**config.mk**
```make
export PLATFORM = sky130hd
export DESIGN_NAME = int_hub_flat
export DESIGN_NICKNAME = d
export VERILOG_FILES = /design/src/rtl/int_hub_pkg.sv /design/src/rtl/int_hub_if.sv /design/src/rtl/int_hub_src.sv /design/src/rtl/int_hub.sv /design/src/flat_wrapper.sv
export SDC_FILE = /design/constraint.sdc
export NUM_CORES = 1
export LEC_CHECK = 0
export ABC_AREA = 1
export ABC_CLOCK_PERIOD_IN_PS = 900
export CORE_MARGIN = 5
export CORE_UTILIZATION = 35
export DETAILED_ROUTE_END_ITERATION = 12
export GPL_TIMING_DRIVEN = 0
export PLACE_DENSITY = 0.82
export SYNTH_ARGS = -nofsm -noshare
export SYNTH_HDL_FRONTEND = slang
export SYNTH_SLANG_ARGS = --single-unit
```
**constraint.sdc**
```tcl
create_clock -name clk -period 0.9 [get_ports clk]
set_input_delay 0.09 -clock clk [delete_from_list [all_inputs] [get_ports clk]]
set_output_delay 0.09 -clock clk [all_outputs]
set_load 0.005 [all_outputs]
```
**src/rtl/int_hub_pkg.sv**
```systemverilog
// Shared definitions for the int_hub interrupt aggregator: register offsets,
// register reset values and the HWInt source bit assignment.
package int_hub_pkg;

  typedef enum logic [2:0] {
    INT_OFF_PEND = 3'd0,
    INT_OFF_MASK = 3'd1,
    INT_OFF_ACK  = 3'd2,
    INT_OFF_MODE = 3'd3,
    INT_OFF_CNT  = 3'd4
  } int_off_e;

  // MASK resets fully enabled, MODE resets to level, so the hub is a one-cycle pass-through
  localparam logic [31:0] INT_MASK_RST = 32'hFFFF_FFFF;
  localparam logic [31:0] INT_MODE_RST = 32'h0000_0000;

  localparam int INT_BIT_TIMER0  = 0;
  localparam int INT_BIT_TIMER1  = 1;
  localparam int INT_BIT_EXT     = 2;
  localparam int INT_BIT_RSVD_LO = 3;
  localparam int INT_BIT_RSVD_HI = 5;

  localparam int INT_NUM_SRC_DEF = 6;

  localparam logic [31:0] INT_CNT_MAX = 32'hFFFF_FFFF;

endpackage

```
**src/rtl/int_hub_if.sv**
```systemverilog
// Bridge register port plus device IRQ lines and CPU HWInt for int_hub.
interface int_hub_if #(
  parameter int NUM_SRC = 6
);
  logic [31:2]        Addr;
  logic               WE;
  logic [31:0]        Din;
  logic [31:0]        Dout;
  logic [NUM_SRC-1:0] Src;
  logic [NUM_SRC-1:0] HWInt;

  modport master (output Addr, WE, Din, Src, input Dout, HWInt);
  modport slave  (input Addr, WE, Din, Src, output Dout, HWInt);
endinterface

```
**src/rtl/int_hub_src.sv**
```systemverilog
// One interrupt source slice of int_hub: previous-sample, mode, mask and
// pending state with level/edge capture and write-one-to-clear acknowledge.
module int_hub_src #(
  parameter logic MASK_RST = 1'b1,
  parameter logic MODE_RST = 1'b0
) (
  input  logic clk,
  input  logic reset,
  input  logic i_src,
  input  logic i_mask_we,
  input  logic i_mask_d,
  input  logic i_mode_we,
  input  logic i_mode_d,
  input  logic i_ack,
  output logic o_pend,
  output logic o_mask,
  output logic o_mode,
  output logic o_irq,
  output logic o_edge_set
);

  logic r_src_q;
  logic r_pend;
  logic r_mask;
  logic r_mode;
  logic w_rise;
  logic w_pend_nxt;

  assign w_rise = i_src & ~r_src_q;

  // In edge mode a new rise beats a same-cycle acknowledge
  always_comb begin
    w_pend_nxt = r_pend;
    if (!r_mode) begin
      w_pend_nxt = i_src;
    end else if (w_rise) begin
      w_pend_nxt = 1'b1;
    end else if (i_ack) begin
      w_pend_nxt = 1'b0;
    end else begin
      w_pend_nxt = r_pend;
    end
  end

  always_ff @(posedge clk or posedge reset) begin
    if (reset) begin
      r_src_q <= 1'b0;
      r_pend  <= 1'b0;
      r_mask  <= MASK_RST;
      r_mode  <= MODE_RST;
    end else begin
      r_src_q <= i_src;
      r_pend  <= w_pend_nxt;
      r_mask  <= i_mask_we ? i_mask_d : r_mask;
      r_mode  <= i_mode_we ? i_mode_d : r_mode;
    end
  end

  assign o_pend     = r_pend;
  assign o_mask     = r_mask;
  assign o_mode     = r_mode;
  assign o_irq      = r_pend & r_mask;
  assign o_edge_set = r_mode & w_rise & ~r_pend;

endmodule

```
**src/rtl/int_hub.sv**
```systemverilog
// int_hub top: register decode, Dout mux and NUM_SRC source slices.
// Optional edge event counter at offset 4 is built when INT_HUB_CNT_EN is defined.
module int_hub
  import int_hub_pkg::*;
#(
  parameter int NUM_SRC = INT_NUM_SRC_DEF
) (
  input  logic      clk,
  input  logic      reset,
  int_hub_if.slave  bus
);

  logic [2:0]         w_off;
  logic               w_mask_we;
  logic               w_mode_we;
  logic               w_ack_we;
  logic [NUM_SRC-1:0] w_pend;
  logic [NUM_SRC-1:0] w_mask;
  logic [NUM_SRC-1:0] w_mode;
  logic [NUM_SRC-1:0] w_irq;
  logic [NUM_SRC-1:0] w_edge_set;
  logic [31:0]        w_dout;

  assign w_off     = bus.Addr[4:2];
  assign w_mask_we = bus.WE && (w_off == INT_OFF_MASK);
  assign w_mode_we = bus.WE && (w_off == INT_OFF_MODE);
  assign w_ack_we  = bus.WE && (w_off == INT_OFF_ACK);

  for (genvar g = 0; g < NUM_SRC; g++) begin : g_src
    int_hub_src #(
      .MASK_RST (INT_MASK_RST[g]),
      .MODE_RST (INT_MODE_RST[g])
    ) u_src (
      .clk        (clk),
      .reset      (reset),
      .i_src      (bus.Src[g]),
      .i_mask_we  (w_mask_we),
      .i_mask_d   (bus.Din[g]),
      .i_mode_we  (w_mode_we),
      .i_mode_d   (bus.Din[g]),
      .i_ack      (w_ack_we & bus.Din[g]),
      .o_pend     (w_pend[g]),
      .o_mask     (w_mask[g]),
      .o_mode     (w_mode[g]),
      .o_irq      (w_irq[g]),
      .o_edge_set (w_edge_set[g])
    );
  end

`ifdef INT_HUB_CNT_EN
  logic [31:0] r_evcnt;
  logic        w_cnt_we;

  assign w_cnt_we = bus.WE && (w_off == INT_OFF_CNT);

  // Counts cycles with any new edge latch; a clear write wins over a same-cycle increment
  always_ff @(posedge clk or posedge reset) begin
    if (reset) begin
      r_evcnt <= 32'h0000_0000;
    end else if (w_cnt_we) begin
      r_evcnt <= 32'h0000_0000;
    end else if ((|w_edge_set) && (r_evcnt != INT_CNT_MAX)) begin
      r_evcnt <= r_evcnt + 32'h0000_0001;
    end else begin
      r_evcnt <= r_evcnt;
    end
  end

  logic w_unused_bits;
  assign w_unused_bits = &{1'b0, bus.Addr[31:5], bus.Din};
`else
  logic w_unused_bits;
  assign w_unused_bits = &{1'b0, bus.Addr[31:5], bus.Din, w_edge_set};
`endif

  // Read mux shows pre-write register contents
  always_comb begin
    w_dout = 32'h0000_0000;
    case (w_off)
      INT_OFF_PEND: w_dout = 32'(w_pend);
      INT_OFF_MASK: w_dout = 32'(w_mask);
      INT_OFF_ACK:  w_dout = 32'h0000_0000;
      INT_OFF_MODE: w_dout = 32'(w_mode);
`ifdef INT_HUB_CNT_EN
      INT_OFF_CNT:  w_dout = r_evcnt;
`else
      INT_OFF_CNT:  w_dout = 32'h0000_0000;
`endif
      default:      w_dout = 32'h0000_0000;
    endcase
  end

  assign bus.Dout  = w_dout;
  assign bus.HWInt = w_irq;

endmodule
```
**src/flat_wrapper.sv**
```systemverilog
// flat-port wrapper written by rule: the top's interface ports become plain ports
module int_hub_flat import int_hub_pkg::*;
#(
  parameter int NUM_SRC = INT_NUM_SRC_DEF
)
  (clk, reset, bus_Addr, bus_WE, bus_Din, bus_Src, bus_Dout, bus_HWInt);
  int_hub_if #(.NUM_SRC(NUM_SRC)) bus_i ();
  input  logic clk;
  input  logic reset;
  input wire logic [$bits(bus_i.Addr)-1:0] bus_Addr;
  input wire logic [$bits(bus_i.WE)-1:0] bus_WE;
  input wire logic [$bits(bus_i.Din)-1:0] bus_Din;
  input wire logic [$bits(bus_i.Src)-1:0] bus_Src;
  output wire logic [$bits(bus_i.Dout)-1:0] bus_Dout;
  output wire logic [$bits(bus_i.HWInt)-1:0] bus_HWInt;
  assign bus_i.Addr = bus_Addr;
  assign bus_i.WE = bus_WE;
  assign bus_i.Din = bus_Din;
  assign bus_i.Src = bus_Src;
  assign bus_Dout = bus_i.Dout;
  assign bus_HWInt = bus_i.HWInt;
  int_hub #(.NUM_SRC(NUM_SRC)) u_core (.clk(clk), .reset(reset), .bus(bus_i));
endmodule
```
==> results of run 1 <==
[state kept, by name (all words and copies together), names as in the netlist]
name	flops
u_core.g_src.u_src.o_mask	6
u_core.g_src.u_src.o_mode	6
u_core.g_src.u_src.o_pend	6
u_core.g_src.u_src.r_src_q	6
[area by class of cell]
type	count	area [um2]	area share, %
Buffer	34	275	13.7
Clock buffer	4	55.1	2.75
Inverter	17	75.1	3.75
Multi-Input combinational cell	133	658	32.8
Sequential cell	24	608	30.3
Tap cell	50	62.6	3.12
Timing Repair Buffer	30	270	13.5
[worst max-delay path: stages, from the launching register on]
cell and delay, ns:
dfstp_2 0.56, buf_6 0.10, nand2_2 0.04, inv_2 0.05, buf_6 0.08
[metrics by stage]
stage	setup TNS (ns)	total power, mW	instances
3_5_place_dp	-22.43	2.20	290
3_3_place_gp	-21.04	2.17	290
2_1_floorplan	0	1.89	214
5_1_grt	-3.65	3.13	292
6_report	-3.02	2.94	292
4_1_cts	-3.23	2.96	291
[logic make-up after synthesis]
family	share of synthesized area [%]
DFF	40.6
buffers and inverters	26.1
and+or+nand+nor	33.1
other	0.250
[power by group through the flow]
stage	Clock (mW)	Sequential, mW	Combinational (mW)
4_1_cts	0.794	1.41	0.759
3_3_place_gp	0	1.41	0.757
2_1_floorplan	0	1.39	0.501
6_report	0.750	1.42	0.775
3_5_place_dp	0	1.42	0.775
5_1_grt	0.816	1.44	0.873
[metal layers]
metal  vias to the layer above  GRT usage [%]
met1                       575           15.7
met3                         7           1.98
met5                         -              0
met4                         0           5.83
met2                        67           21.1
li1                        652              -
[worst max-delay path by stage]
stage	end	slack, ns	cells past startpoint
3_5_place_dp	bus_Dout[2]	-0.88	6
3_3_place_gp	bus_Dout[2]	-0.85	6
2_1_floorplan	bus_HWInt[3]	0.12	3
5_1_grt	bus_HWInt[4]	-0.34	4
4_1_cts	bus_HWInt[4]	-0.31	4
6_report	bus_HWInt[4]	-0.29	4
[what timing repair did]
item | 4_1_cts | 5_1_grt
setup buffers | 3 | 2
pin swaps | 3 | 4
cloned | 0 | 0
setup endpoints to repair | 46 | 18
gates resized for setup | 63 | 10
[layout by cell type (no fill, tap or decap)]
master	Yosys	layout
buf_2	1	7
buf_4	33	30
buf_6	6	13
clkbuf_8	0	4
clkdlybuf4s50_1	0	13
clkinvlp_4	0	1
conb_1	1	26
dfrtp_1	18	18
dfstp_2	6	6
dlygate4sd2_1	0	1
inv_1	14	11
inv_2	1	3
inv_4	1	1
inv_6	1	1
nand2_1	60	58
nand2_2	0	2
nand2_4	2	2
nand3_1	31	19
nand3_2	0	12
nand4_1	12	12
nor2_2	1	1
nor2_4	1	1
==> results.yml, run 1 <==
run_status:
  status: "finished with violations"
  violations: "setup timing"
floorplanning:
  start_util_pct: 36.7
  die_x_um: 75.4
  die_h_um: 75.4
  core_mm2: 0.00409
  fp-row-count: 23
  die_area_mm2: 0.00569
  pin_count: 109
critical_path:
  r2r-start: "u_core.g_src[4].u_src.o_mask"
  regToRegEndpoint: "u_core.g_src[4].u_src.o_mask"
  worstSetupPathType: "flip-flop to output port"
  crit_start: "u_core.g_src[4].u_src.o_mask"
  end_kind: "output port"
  start_kind: "flip-flop"
  critPathMaxFanout: 2
  cp.arrival_ns: 1.10
  worstPathRequired_ns: 0.81
  r2r_slack_ns: 0.01
  reg2reg_depth: 4
synth:
  ys_types: 16
  synth_top_area_share_pct: 30.1
  yosys.area.top_type: "dfrtp_1"
  synth_edf_count: 0
  synth-warning-count: 0
  syn-instance-count: 189
  synth-async-reset-ratio_pct: 100
  yosysSeqAreaShare_pct: 40.6
  synth.avg_cell_area_um2: 7.93
  synthFlopType: "dfrtp_1"
  synth.most_common_cell: "nand2_1"
  synth.area.top_cells: "dfrtp_1, buf_4, nand2_1"
  netlist_area_mm2: 0.00150
  synth_seq_cells: 24
  ys_top_cells_by_count: "nand2_1, buf_4, nand3_1"
power:
  swShare_pct: 29.8
  p_leak_nw: 1.13
  p_int_mw: 2.07
  p_clk_share_pct: 25.5
  power_density_mw_per_mm2: 1470
  ir_drop_v: 0.000875
  switching_power_uw: 877
  pwr-share-comb_pct: 26.3
  p_seq_share_pct: 48.2
layout:
  n_antenna_cell: 0
  area_growth_pct: 33.7
  postLayoutCoreUtil_pct: 49.1
  fill_cells: 409
  final_area_mm2: 0.00200
  fin_nets: 314
  drive_gt1_share_pct: 34.7
sta:
  finClkSkew_ns: 0.000681
  whs_ns: 0.116
  setup_violations: 12
  relSlewSlack_pct: 63.9
  clock.fmax_ghz: 0.841
  worst_pin_slew_ns: 0.541
  finalHoldViolations: 0
  setup_ws_ns: -0.290
  rsz0062_at_grt: "yes"
  layout_min_cycle_time_ns: 1.19
  slew_violations: 0
  timing.final.crit_share_pct: 132
min_path:
  min_to: "u_core.g_src[3].u_src.o_mask"
  hold_path.class: "input port to flip-flop"
  whs_path_depth: 3
  min-delay-start: "bus_WE"
global_route:
  antenna_found_initial: 0
  grt_pass1_vias: 1185
  grtUsageTotal_pct: 12.5
  grt_overflow: 0
  grt_pass1_wl_um: 5400
  grt_max_degree: 25
detailed_routing:
  initialDrtViolationCount: 64
  maxUsedRoutingLayer: "met4"
  wl_met2_um: 1670
  dr.pass1.iters: 4
  met1_length_um: 1440
  routed-via-count: 1301
  drc_errors: 0
  drtAntennaViolNets: 0
  met3WireLength_um: 399
  wirelength_um: 3580
  via_per_inst: 4.46
  wire_per_inst_um: 12.3
place:
  gp_congestion: 0.788
  dpl_cell_area_mm2: 0.00192
  dp_slack_ns: -0.881
  io_buffer_count: 26
  dpl.hpwl_um: 2590
clocking:
  clk_latency_ns: 0.27
  cts_sinks: 24
  htreeDepth: 1
  root_buffer: "clkbuf_8"
  cts_inserted_buffers: 3
  cts_tree: "yes"
  cts_max_path_buffers: 2
  postCtsHoldBufs: 0
  clkTransAtPathRegs_ns: 0.08
job:
  drv_cap: 0
(Power assumes the default switching activity.)
==> run 2, diff against run 1 <==
Settings changed: CAP_MARGIN set to 20.
==> results of run 2 <==
Final layout, timing and power as in run 1 (identical DEF).
